[config.mk]
export PLATFORM = sky130hd
export DESIGN_NAME = cordic_pol_to_rect
export DESIGN_NICKNAME = d
export VERILOG_FILES = /design/src/rtl/cordic_pol_to_rect.sv
export SDC_FILE = /design/constraint.sdc
export NUM_CORES = 2
export LEC_CHECK = 0
export ABC_AREA = 1
export BUFFER_PORTS_ARGS = -buffer_cell sky130_fd_sc_hd__buf_2
export CAP_MARGIN = 40
export CORE_MARGIN = 1.5
export CORE_UTILIZATION = 45
export DETAILED_ROUTE_END_ITERATION = 7
export PLACE_DENSITY_LB_ADDON = 0.15
export SLEW_MARGIN = 10
export SYNTH_ARGS = -nofsm -noshare
export SYNTH_HDL_FRONTEND = slang
export SYNTH_SLANG_ARGS = --single-unit
[constraint.sdc]
create_clock -name clk -period 15 [get_ports clk]
set_input_delay 3 -clock clk [delete_from_list [all_inputs] [get_ports clk]]
set_output_delay 3 -clock clk [all_outputs]
set_load 0.02 [all_outputs]
[src/rtl/cordic_pol_to_rect.sv]
// Serial rotation-mode CORDIC: polar (mag, ph) to rectangular (xout, yout).
// One iteration per clock; start/ready handshake; inverse of cordicMagPh.
module cordic_pol_to_rect #(
    parameter string       CORDIC_TYPE = "SERIAL",
    parameter int unsigned N           = 16,
    parameter int unsigned XY_WIDTH    = 12
) (
    input  logic                       clk,
    input  logic                       reset,
    input  logic                       st,
    input  logic [XY_WIDTH-1:0]        mag,
    input  logic signed [XY_WIDTH+1:0] ph,
    output logic                       rdy,
    output logic signed [XY_WIDTH:0]   xout,
    output logic signed [XY_WIDTH:0]   yout
);

    localparam int unsigned G    = $clog2(N) + 2;
    localparam int unsigned PHW  = XY_WIDTH + 2;
    localparam int unsigned OW   = XY_WIDTH + 1;
    // One bit above mag+sign absorbs the CORDIC gain (~1.647) at full-scale mag.
    localparam int unsigned XW   = XY_WIDTH + 2 + G;
    localparam int unsigned ZW   = XY_WIDTH + 2 + G;
    localparam int unsigned AF   = XY_WIDTH + 1 + G;
    localparam int unsigned KW   = XY_WIDTH + G + 1;
    localparam int unsigned PW   = XW + KW;
    localparam int unsigned SH   = XY_WIDTH + 2 * G;
    localparam int unsigned CW   = $clog2(N);
    localparam int unsigned MAXO = 2 ** XY_WIDTH - 1;

    if (CORDIC_TYPE != "SERIAL") begin : g_bad_type
        $error("cordic_pol_to_rect: only CORDIC_TYPE \"SERIAL\" is supported");
    end
    if (XY_WIDTH < 8 || XY_WIDTH > 24) begin : g_bad_width
        $error("cordic_pol_to_rect: XY_WIDTH must be in 8..24");
    end
    if (N < 8 || N > XY_WIDTH + 4) begin : g_bad_n
        $error("cordic_pol_to_rect: N must be in 8..XY_WIDTH+4");
    end

    // atan(2^-idx) in z units (pi = 2^AF), via integer series at pi*2^100 scale.
    function automatic logic [ZW-1:0] atan_entry(input int unsigned idx);
        logic [159:0] s_pi, acc, term, num;
        int unsigned  sh;
        s_pi = 160'h3243F6A8885A308D313198A2E0;
        acc  = '0;
        if (idx == 0) begin
            acc = s_pi >> 2;
        end else begin
            for (int k = 0; k < 64; k++) begin
                sh = idx * (2 * k + 1);
                if (sh < 100) begin
                    term = (160'd1 << (100 - sh)) / 160'(2 * k + 1);
                    if (k % 2 == 0) acc = acc + term;
                    else            acc = acc - term;
                end
            end
        end
        num = (acc << AF) + (s_pi >> 1);
        return ZW'(num / s_pi);
    endfunction

    function automatic logic [N*ZW-1:0] atan_table();
        logic [N*ZW-1:0] tab;
        tab = '0;
        for (int unsigned i = 0; i < N; i++) begin
            tab[i*ZW +: ZW] = atan_entry(i);
        end
        return tab;
    endfunction

    function automatic logic [KW-1:0] kinv_calc();
        logic [95:0] num;
        num = (96'd6072529350 << (XY_WIDTH + G)) + 96'd5000000000;
        return KW'(num / 96'd10000000000);
    endfunction

    localparam logic [N*ZW-1:0]      ATAN_TAB = atan_table();
    localparam logic signed [PW-1:0] KINV     = PW'(kinv_calc());
    localparam logic signed [PHW-1:0] Q_PH    = PHW'(2 ** XY_WIDTH);

    // Round half away from zero, drop all fraction bits, saturate.
    function automatic logic signed [OW-1:0] round_sat(input logic signed [PW-1:0] p);
        logic [PW-1:0] a, r;
        a = p[PW-1] ? $unsigned(-p) : $unsigned(p);
        r = (a + (PW'(1) << (SH - 1))) >> SH;
        if (r > PW'(MAXO)) r = PW'(MAXO);
        return p[PW-1] ? $signed(-OW'(r)) : $signed(OW'(r));
    endfunction

    typedef enum logic [1:0] {IDLE, ROT, SCALE} state_t;

    state_t                  state;
    logic signed [XW-1:0]    x_r, y_r;
    logic signed [ZW-1:0]    z_r;
    logic [CW-1:0]           cnt;

    logic signed [XW-1:0]    mag_ext, x0, y0, x_sh, y_sh;
    logic signed [PHW-1:0]   ph_adj;
    logic signed [ZW-1:0]    z0, atan_cur;
    logic signed [PW-1:0]    prod_x, prod_y;

    // Quadrant pre-rotation so the iterations only cover [-pi/2, pi/2).
    always_comb begin
        mag_ext = {2'b00, mag, {G{1'b0}}};
        x0      = mag_ext;
        y0      = '0;
        ph_adj  = ph;
        if (ph >= Q_PH) begin
            x0     = '0;
            y0     = mag_ext;
            ph_adj = ph - Q_PH;
        end else if (ph < -Q_PH) begin
            x0     = '0;
            y0     = -mag_ext;
            ph_adj = ph + Q_PH;
        end
        z0 = {ph_adj, {G{1'b0}}};
    end

    assign x_sh     = x_r >>> cnt;
    assign y_sh     = y_r >>> cnt;
    assign atan_cur = ATAN_TAB[32'(cnt) * ZW +: ZW];
    assign prod_x   = PW'(x_r) * KINV;
    assign prod_y   = PW'(y_r) * KINV;

    always_ff @(posedge clk or negedge reset) begin
        if (!reset) begin
            state <= IDLE;
            rdy   <= 1'b1;
            xout  <= '0;
            yout  <= '0;
            x_r   <= '0;
            y_r   <= '0;
            z_r   <= '0;
            cnt   <= '0;
        end else begin
            case (state)
                IDLE: begin
                    if (st) begin
                        x_r   <= x0;
                        y_r   <= y0;
                        z_r   <= z0;
                        cnt   <= '0;
                        rdy   <= 1'b0;
                        state <= ROT;
                    end
                end
                ROT: begin
                    if (!z_r[ZW-1]) begin
                        x_r <= x_r - y_sh;
                        y_r <= y_r + x_sh;
                        z_r <= z_r - atan_cur;
                    end else begin
                        x_r <= x_r + y_sh;
                        y_r <= y_r - x_sh;
                        z_r <= z_r + atan_cur;
                    end
                    cnt <= cnt + CW'(1);
                    if (cnt == CW'(N - 1)) state <= SCALE;
                end
                SCALE: begin
                    xout  <= round_sat(prod_x);
                    yout  <= round_sat(prod_y);
                    rdy   <= 1'b1;
                    state <= IDLE;
                end
                default: state <= IDLE;
            endcase
        end
    end

endmodule

==> out/metrics.csv <==
stage;metric;value;unit
outcome;status;finished, final reports clean;
cells_and_area;Layout area overhead;5.31;%
sta;RSZ-0062 raised after global routing;no;
detailed_routing;Wirelength per Cell;16.0;um
floorplan;Initial Util;45.5;%
synth;synth top area cells;fa_1, ha_1, nand2_1, inv_1, dfrtp_1;
sta;worst rel slew slack;45.7;%
global_routing;Total Routing Usage GR;25.0;%
hold_path;Hold/Removal Path Class;reg2reg;
cts;CTS clk-pin slew, worst paths;0.09;ns
setup_path;slowest stage delay, CP;0.71;ns
synth;post-synthesis adder-cell area fraction;38.7;%
synth;Async SR Flop Fraction;100;%
sta;period utilization;56.5;%
synth;Synth Flop Type;dfrtp_1;
cts;Gates resized, CTS repair;0;
setup_path;Crit. End Element;flip-flop;
sta;Final Hold Viols;0;
hold_path;Hold Path Sink;yout[9];
floorplan;die width;253;um
setup_path;Startpoint Class;flip-flop;
cts;hold buffers post-CTS;0;
synth;Syn Area/Cell;6.90;um^2
cells_and_area;most common cell after layout, fill and taps aside;nand2_1;
synth;xor/xnor share of the synthesized area;3.44;%
detailed_routing;WL final;78800;um
floorplan;Core ar.;61700;um^2
setup_path;slowest CP cell;dfrtp_1;
detailed_routing;DR vias;25000;
cts;clock latency on the worst-skew pair;0.40;ns
cts;Root Driver;clkbuf_16;
sta;final setup violation count;0;
global_routing;initial antenna violation count;5;
setup_path;crit path max fanout;45;
cells_and_area;most frequent cells in the layout;nand2_1, inv_1, ha_1, fa_1, nor2_1;
setup_path;R2R setup slack;6.52;ns
detailed_routing;Routed Antenna Nets;0;
setup_path;Worst R2R End;xout[10];
synth;Yosys top cell area share;21.8;%
cts;CTS tree;yes;
sta;Clock Skews;0.0209;ns
synth;Yosys top cell by area;fa_1;
global_routing;largest net degree at the start of global routing;71;
cts;CTS H-Tree Depth;3;
place;port bufs;55;
floorplan;io pins;56;
setup_path;most frequent cell on the critical path;nor2_1;
synth;Synth warnings;0;
global_routing;vias in the first global route;23900;
setup_path;worst r2r src;x_r[16];
cells_and_area;fraction of layout cells with a size suffix above 1;5.06;%
place;DP Cell Count;4909;
synth;Post-Synthesis Cells;4069;
run;Max Cap Violations;0;
detailed_routing;drt drc;0;
detailed_routing;drt pass-1 iters;6;
cts;# clock sinks;93;
setup_path;WS Path Type;reg2reg;
synth;Synth Cell Area;28100;um^2
floorplan;chip height;253;um
synth;Synth Area in Compound Gates;10.2;%
hold_path;Worst Hold Launch;yout[9];
floorplan;Rows;91;
detailed_routing;vias per cell;5.08;
cts;Setup Fix Bufs, Post-CTS;0;
setup_path;WP data required;15.27;ns
sta;Slew @ Worst Pin;0.813;ns
detailed_routing;Initial DRC Count;1581;
sta;setup_tns;0;ns
synth;Synth Area in Simple Gates;25.5;%
synth;largest family of logic cells by synthesized area;adder cells;
sta;Final Slew Violations;0;
sta;min Tclk post-route;8.48;ns
setup_path;WP data arrival;8.75;ns
hold_path;worst hold stages;2;
setup_path;R2R depth;41;
cells_and_area;n_diodes;0;
floorplan;Die Footprint;63900;um^2
synth;Post-synth EDFFs;0;
cells_and_area;final cell count without fillers;4925;
cts;CTS max path bufs;2;
synth;syn nets;4784;
global_routing;total grt overflow;0;
cts;Num CTS Buffers;9;
place;hpwl dp;67300;um
place;routability congestion estimate;0.936;
sta;highest clock rate;118;MHz
synth;multiplexer share of the synthesized area;0.499;%
cells_and_area;final net count;4798;
synth;Yosys reg bits;93;
global_routing;first-pass GRT wire length;126000;um
synth;Seq/Total Area, Yosys;8.29;%
synth;number of unique standard cell types used by synthesis;64;
layout make-up:
class | count | area, um^2
well taps | 837 | 1050
repair buffers | 71 | 438
fillers | 6453 | 32100
inverters | 916 | 3440
multi-input cells | 2992 | 22000
clock buffers | 10 | 229
clock inverters | 6 | 75.1
flip-flops and latches | 93 | 2330
kinds of logic after synthesis:
family | Yosys count
AOI/OAI and AO/OA | 517
buffers and inverters | 984
adders and majority gates | 686
muxes | 14
xor gates and xnor gates | 108
and+or+nand+nor | 1667
DFF | 93
critical path, delay by kind of cell (launching register included):
family	cells	cell delay, ns
adder cells (fa/ha/maj)	9	3.78
AND/OR/NAND/NOR	21	2.27
flip-flops	1	0.71
buffers and inverters	6	0.69
AO/OA/AOI/OAI	3	0.60
XOR/XNOR	2	0.27
worst max path at each step:
stage,from,end,cells after the start
after detailed placement,x_r[16],xout[6],38
after global placement,x_r[14],xout[6],38
after CTS,x_r[16],xout[6],38
after global routing,x_r[16],xout[10],41
final,x_r[16],xout[10],41
after floorplan,x_r[19],xout[10],41
sequential cells by signal, indices dropped and copies added, names as in the netlist:
register	cells
xout	13
state	2
x_r	20
rdy	1
z_r	20
yout	13
cnt	4
y_r	20
synthesized netlist by cell type, types with 13 or more instances:
library cell,number
nand3_1,216
mux2i_1,14
nand2_2,25
o21ai_0,236
nor2_1,261
nand2_1,971
fa_1,306
o22ai_1,16
xnor2_1,32
xor2_1,75
nor2_2,32
ha_1,380
inv_2,26
dfrtp_1,92
clkbuf_1,37
buf_1,13
nand4_1,56
nand3b_1,20
a21oi_1,167
inv_1,887
nor3_1,38
stage by stage:
stage                     setup WS (ns)  utilization, %  hold slack [ns]  area, um^2
after floorplan                    7.35               -            0.458       28100
after global placement             6.64            47.3            0.461       29200
after detailed placement           6.56            47.4            0.466       29300
after CTS                          6.55            47.9            0.486       29600
after global routing               5.79            47.9            0.504       29600
final                              6.52            47.9            0.479       29600
metal layers:
layer	GRT usage [%]	routed length [um]
met3	2.92	3350
met2	42.2	37000
met1	33.9	36700
met5	0	57
met4	6.18	1770
Power is left out: the tool's default activity adds up to more than one toggle a clock period on the data nets, which glitch-free logic cannot reach.
